`config.mk`:
```
export PLATFORM = sky130hd
export DESIGN_NAME = rho_lane_rotator
export DESIGN_NICKNAME = d
export VERILOG_FILES = /design/src/rtl/rho_pkg.sv /design/src/rtl/rho_offset_rom.sv /design/src/rtl/rho_lane_rotator.sv
export SDC_FILE = /design/constraint.sdc
export NUM_CORES = 1
export LEC_CHECK = 0
export CAP_MARGIN = 20
export CORE_ASPECT_RATIO = 0.5
export CORE_MARGIN = 5
export CORE_UTILIZATION = 25
export CTS_BUF_LIST = sky130_fd_sc_hd__clkbuf_4 sky130_fd_sc_hd__clkbuf_8
export DETAILED_ROUTE_END_ITERATION = 16
export HOLD_SLACK_MARGIN = 0.02
export PLACE_DENSITY_LB_ADDON = 0.2
export SLEW_MARGIN = 5
export SYNTH_ARGS = -nofsm -noshare
export SYNTH_HDL_FRONTEND = slang
export SYNTH_SLANG_ARGS = --single-unit
```
`constraint.sdc`:
```
create_clock -name clk -period 8.1 [get_ports clk]
set_input_delay 1.62 -clock clk [delete_from_list [all_inputs] [get_ports clk]]
set_output_delay 1.62 -clock clk [all_outputs]
set_load 0.05 [all_outputs]
```
`src/rtl/rho_pkg.sv`:
```
// Shared definitions for the streaming Keccak rho-step unit.
// Holds the per-lane rho offset table, the lane index type, the output tag
// payload and small lane-counter helpers used by the rotator and its ROM.
package rho_pkg;

    localparam int unsigned RHO_NUM_LANES  = 25;
    localparam int unsigned RHO_LANE_IDX_W = 5;
    localparam int unsigned RHO_OFF_RAW_W  = 6;

    typedef logic [RHO_LANE_IDX_W-1:0] lane_idx_t;
    typedef logic [RHO_OFF_RAW_W-1:0]  rho_off_raw_t;

    // Rho offsets in the encoder's lane order (full 64-bit amounts).
    localparam rho_off_raw_t RHO_OFFSETS [RHO_NUM_LANES] = '{
        6'd21, 6'd8,  6'd41, 6'd45, 6'd15,
        6'd56, 6'd14, 6'd18, 6'd2,  6'd61,
        6'd28, 6'd27, 6'd0,  6'd1,  6'd62,
        6'd55, 6'd20, 6'd36, 6'd44, 6'd6,
        6'd25, 6'd39, 6'd3,  6'd10, 6'd43
    };

    // Sideband carried alongside a rotated lane in the output register.
    typedef struct packed {
        lane_idx_t lane;
        logic      last;
    } rho_tag_t;

    // True when the lane is the final one of a frame of num_lanes lanes.
    function automatic logic rho_is_last(input lane_idx_t lane, input int unsigned num_lanes);
        return lane == RHO_LANE_IDX_W'(num_lanes - 1);
    endfunction

    // Next lane index, wrapping to 0 after the final lane of a frame.
    function automatic lane_idx_t rho_next_lane(input lane_idx_t lane, input int unsigned num_lanes);
        lane_idx_t nxt;
        if (rho_is_last(lane, num_lanes)) begin
            nxt = '0;
        end else begin
            nxt = lane + RHO_LANE_IDX_W'(1);
        end
        return nxt;
    endfunction

endpackage

```
`src/rtl/rho_offset_rom.sv`:
```
// Combinational rho offset lookup.
// Maps a lane index to its rho offset reduced modulo LANE_W (low OFF_W bits).
// Ports:
//   lane     - lane index 0..24; indices 25..31 return 0
//   offset_c - reduced rotate amount (combinational)
module rho_offset_rom
    import rho_pkg::*;
#(
    parameter int unsigned LANE_W = 64
) (
    input  lane_idx_t                    lane,
    output logic [$clog2(LANE_W)-1:0]    offset_c
);

    localparam int unsigned OFF_W = $clog2(LANE_W);

    // Truncating to OFF_W bits is the mod-LANE_W reduction for a power-of-two lane.
    always_comb begin
        offset_c = '0;
        for (int unsigned i = 0; i < RHO_NUM_LANES; i++) begin
            if (lane == RHO_LANE_IDX_W'(i)) begin
                offset_c = OFF_W'(RHO_OFFSETS[i]);
            end
        end
    end

endmodule

```
`src/rtl/rho_lane_rotator.sv`:
```
// Streaming Keccak rho-step unit between theta and pi.
// Accepts one lane per handshake in frame order, rotates it by its rho offset
// (left for forward rho, right for inverse rho) and presents it one cycle
// later from a single output register with pass-through on simultaneous drain.
// Ports:
//   clk, rst          - clock, synchronous active-high reset
//   in_valid/in_ready - input lane handshake; in_ready = !out_valid || out_ready
//   in_data           - lane value (LANE_W bits)
//   in_inv            - 0 rotate left, 1 rotate right; sampled per lane
//   out_valid/out_ready - output handshake
//   out_data          - rotated lane
//   out_lane          - lane index of out_data
//   out_last          - out_data is the final lane of its frame
//   frame_done        - one-cycle pulse after the final lane leaves downstream
module rho_lane_rotator
    import rho_pkg::*;
#(
    parameter int unsigned LANE_W    = 64,
    parameter int unsigned OFF_W     = $clog2(LANE_W),
    parameter int unsigned NUM_LANES = RHO_NUM_LANES
) (
    input  logic              clk,
    input  logic              rst,
    input  logic              in_valid,
    output logic              in_ready,
    input  logic [LANE_W-1:0] in_data,
    input  logic              in_inv,
    output logic              out_valid,
    input  logic              out_ready,
    output logic [LANE_W-1:0] out_data,
    output logic [4:0]        out_lane,
    output logic              out_last,
    output logic              frame_done
);

    // Elaboration-time parameter sanity.
    if ((LANE_W & (LANE_W - 1)) != 0 || LANE_W < 8 || LANE_W > 64) begin : g_bad_lane_w
        $error("rho_lane_rotator: LANE_W must be a power of two in 8..64");
    end
    if (OFF_W != $clog2(LANE_W)) begin : g_bad_off_w
        $error("rho_lane_rotator: OFF_W must equal clog2(LANE_W)");
    end
    if (NUM_LANES < 2 || NUM_LANES > RHO_NUM_LANES) begin : g_bad_num_lanes
        $error("rho_lane_rotator: NUM_LANES out of range");
    end

    localparam int unsigned DBL_W = 2 * LANE_W;

    // Registered state.
    lane_idx_t         lane_cnt;
    logic              valid_q;
    logic [LANE_W-1:0] data_q;
    rho_tag_t          tag_q;
    logic              done_q;

    // Next-state values.
    lane_idx_t         lane_cnt_nxt;
    logic              valid_nxt;
    logic [LANE_W-1:0] data_nxt;
    rho_tag_t          tag_nxt;
    logic              done_nxt;

    logic              in_fire_c;
    logic              out_fire_c;
    logic              cnt_last_c;
    logic [OFF_W-1:0]  off_c;
    logic [DBL_W-1:0]  dbl_c;
    logic [DBL_W-1:0]  rotl_wide_c;
    logic [DBL_W-1:0]  rotr_wide_c;
    logic [LANE_W-1:0] rot_c;

    // Handshake: one output slot, refillable in the same cycle it drains.
    assign in_ready   = !valid_q || out_ready;
    assign in_fire_c  = in_valid && in_ready;
    assign out_fire_c = valid_q && out_ready;
    assign cnt_last_c = rho_is_last(lane_cnt, NUM_LANES);

    // Offset for the lane currently expected at the input.
    rho_offset_rom #(
        .LANE_W (LANE_W)
    ) u_offset_rom (
        .lane     (lane_cnt),
        .offset_c (off_c)
    );

    // Rotate via a doubled word so an offset of 0 never needs a LANE_W-bit shift.
    always_comb begin
        dbl_c       = {in_data, in_data};
        rotl_wide_c = dbl_c << off_c;
        rotr_wide_c = dbl_c >> off_c;
        rot_c       = in_inv ? rotr_wide_c[LANE_W-1:0] : rotl_wide_c[DBL_W-1:LANE_W];
    end

    // Next-state: load on accept, clear on drain-only, hold under backpressure.
    always_comb begin
        lane_cnt_nxt = lane_cnt;
        valid_nxt    = valid_q;
        data_nxt     = data_q;
        tag_nxt      = tag_q;
        done_nxt     = out_fire_c && tag_q.last;

        if (in_fire_c) begin
            valid_nxt    = 1'b1;
            data_nxt     = rot_c;
            tag_nxt.lane = lane_cnt;
            tag_nxt.last = cnt_last_c;
            lane_cnt_nxt = rho_next_lane(lane_cnt, NUM_LANES);
        end else if (out_fire_c) begin
            valid_nxt = 1'b0;
        end
    end

    // State register.
    always_ff @(posedge clk) begin
        if (rst) begin
            lane_cnt <= '0;
            valid_q  <= 1'b0;
            data_q   <= '0;
            tag_q    <= '0;
            done_q   <= 1'b0;
        end else begin
            lane_cnt <= lane_cnt_nxt;
            valid_q  <= valid_nxt;
            data_q   <= data_nxt;
            tag_q    <= tag_nxt;
            done_q   <= done_nxt;
        end
    end

    assign out_valid  = valid_q;
    assign out_data   = data_q;
    assign out_lane   = tag_q.lane;
    assign out_last   = tag_q.last;
    assign frame_done = done_q;

    // Stalled output must not change underneath the downstream stage.
    a_hold_stable : assert property (
        @(posedge clk) disable iff (rst)
        (valid_q && !out_ready) |=> (valid_q && $stable(data_q) && $stable(tag_q))
    );

    // The lane counter never leaves the frame.
    a_cnt_range : assert property (
        @(posedge clk) disable iff (rst)
        lane_cnt < RHO_LANE_IDX_W'(NUM_LANES)
    );

    // frame_done is a single-cycle pulse.
    a_done_pulse : assert property (
        @(posedge clk) disable iff (rst)
        done_q |=> !done_q
    );

endmodule
```
==> impl_metrics.tcl <==
set metrics [dict create \
    p_leak_nw 5.56 \
    netlist_top_cells_area "dfxtp_1, nor2_1, o22ai_1" \
    remaining_drc_errors 0 \
    crit_start "lane_cnt[0]" \
    vias_per_cell 6.97 \
    setup_viol 0 \
    gr-total-overflow 0 \
    ant_nets 0 \
    rsz0062_at_grt "no" \
    cts.sinks 77 \
    syn_inst 2080 \
    slew_viol_final 0 \
    fin_setup_tns_ns 0 \
    portBuffers 141 \
    mostFrequentLayoutCell "nor2_1" \
    cp-end-kind "register" \
    netlist_area_um2 14400 \
    arrival_ns 6.40 \
    relSlewSlack_pct 10.4 \
    worstMarginPinSlew_ns 1.34 \
    wl_per_cell_um 32.9 \
    postCtsSetupBuffers 0 \
    ir_drop_mv 0.0786 \
    crit_required_ns 8.44 \
    avgSynthCellArea_um2 6.93 \
    synth_edf_count 0 \
    power.density_nw_per_um2 213 \
    num_io_pins 142 \
    ys_async_sr_fraction_pct 0 \
    area_growth_pct 13.6 \
    initial_utilization_pct 25.2 \
    hold_path.class "register to register" \
    p_total_mw 3.49 \
    clk-insertion-delay-late_ns 0.44 \
    vias 19767 \
    drive_gt1_share_pct 9.30 \
    die_w_um 350 \
    wirelength_um 93100 \
    die_h_um 180 \
    synth.largest_area_cell "dfxtp_1" \
    grt.total_usage_pct 28.0 \
    hp-start "out_lane[4]" \
    fin_area_um2 16400 \
    layout_common_cells "nor2_1, nand2_1, o22ai_1" \
    gp_congestion 1.02 \
    dieArea_um2 62800 \
    design.core.area_um2 57200 \
    status "finished, final reports clean" \
    synth.distinct_cells 98 \
    ys_ff_latch 77 \
    skew_ns 0.0122 \
    hold_ws_ns 0.463 \
    grt_pass1_vias 17918 \
    path_class "register to register" \
    yosys_most_used_dff "dfxtp_1" \
    cts_made_buffers 9 \
    maxCapViolations 0 \
    clock_path_buffers 2 \
    drt_first_pass_iters 7 \
    synth.yosys.seq_area_share_pct 10.7 \
    crit_fanout 67 \
    max_freq_ghz 0.165 \
    rows 62 \
    root_buffer "clkbuf_8" \
    yosysWarnings 0 \
    final.period_utilization_pct 74.9 \
    cts_resized 0 \
    antenna_found_initial 3 \
    worst_slack_ns 2.04 \
    clk_pin_slew_ns 0.10 \
    fin_crit_ns 6.06 \
    reg2reg_from "lane_cnt[0]" \
    grt_pass1_wl_um 133000 \
    pre_cts_ws_ns 2.32 \
    finalNetCount 2134 \
    start_kind "register" \
    cts_max_level 3 \
    dp_hpwl_um 68100 \
    grt_max_degree 78 \
    placed_area_um2 16200 \
    drt_iter0_drc 3736 \
    hold_viol 0 \
    cts_hold_buf 0 \
    synth_nets 2154 \
    cts_tree "yes" \
    synth_top_area_share_pct 10.7 \
]
==> critical path, cell delays in order, from the launching register on <==
cell and delay, ns:
dfxtp_1 0.39, ha_1 0.22, buf_4 0.21, and3_1 0.21, ha_1 0.39, inv_1 0.62
o21a_1 0.59, o211ai_2 0.24, nand2_4 0.34, buf_4 0.67, mux2i_1 0.22, a221oi_2 0.82
mux2_2 0.37, nor2_1 0.05, or3_1 0.36, a221oi_1 0.22
==> per-layer routing <==
| layer | global-route usage, % | vias up | share of wire, % |
|---|---|---|---|
| met5 | 0 | - | 0.016 |
| met2 | 38.6 | 1593 | 39 |
| met3 | 9.60 | 246 | 14 |
| li1 | - | 8301 | - |
| met1 | 40.2 | 9625 | 43 |
| met4 | 9.23 | 2 | 3.9 |
==> per-stage QoR <==
stage / util [%] / std cells
floorplan: - / 2080
global placement: 28.3 / 2817
detailed placement: 28.3 / 2817
CTS: 28.6 / 2833
global route: 28.6 / 2834
finish: 28.6 / 2834
==> logic make-up (layout without fill, tap and decap cells) <==
family                     after synthesis  in the layout  synth area share (%)
other                                    0              1                     0
xor gates and xnor gates                 1              1                0.0608
DFF                                     77             77                  10.7
AOI/OAI and AO/OA                      941            941                  49.3
buffers and inverters                  246            231                  8.12
adders and majority gates                5              5                 0.434
and+or+nand+nor                        699            699                  22.7
muxes                                  111            111                  8.67
==> path summary, 6_finish.rpt <==
path,to,slack (ns),cells after the start
max,out_data[41],2.04,15
min,out_lane[4],0.46,2
max reg2reg,out_data[41],2.04,15
min reg2reg,out_lane[4],0.46,2
==> state kept, by name (all words and copies together), names as in the netlist <==
signal	cells
frame_done	1
lane_cnt	5
out_data	64
out_lane	5
out_last	1
out_valid	1
==> area by class of cell <==
type	instances	area, µm²
clock buffer	9	124
inverter	18	67.6
clock inverter	7	55.1
tap	768	961
antenna	1	2.50
multi-input combinational	1757	11800
timing repair buffer	197	1830
fill	6365	40900
sequential	77	1540
==> power by group <==
part	internal [mW]	total, mW	switching [mW]
sequential	0.431	0.474	0.0430
combinational	0.769	2.68	1.91
clock	0.115	0.332	0.218
==> Yosys cell counts, types with 12 or more instances <==
master       n
or4_1       12
o211a_1     28
o22a_1      16
a21oi_1    110
nand4_1     24
nor4_1      20
nor3_1      40
o221a_2     15
a211oi_1    44
a22o_1      16
and2_1      14
and3_1      29
a221oi_1    46
a22oi_1     35
o211ai_1    92
buf_1       13
o32ai_1     14
nand2_1    162
o22ai_1    142
inv_1       18
dfxtp_1     77
clkbuf_1   117
a221o_1     27
nand3_1     47
o2111ai_1   17
mux2i_1     81
o221ai_1    79
o21a_1      14
mux2_2      21
nor2_1     296
buf_2       65
o21ai_0    110
buf_4       22
No activity file was read; power rests on OpenSTA's default activity.
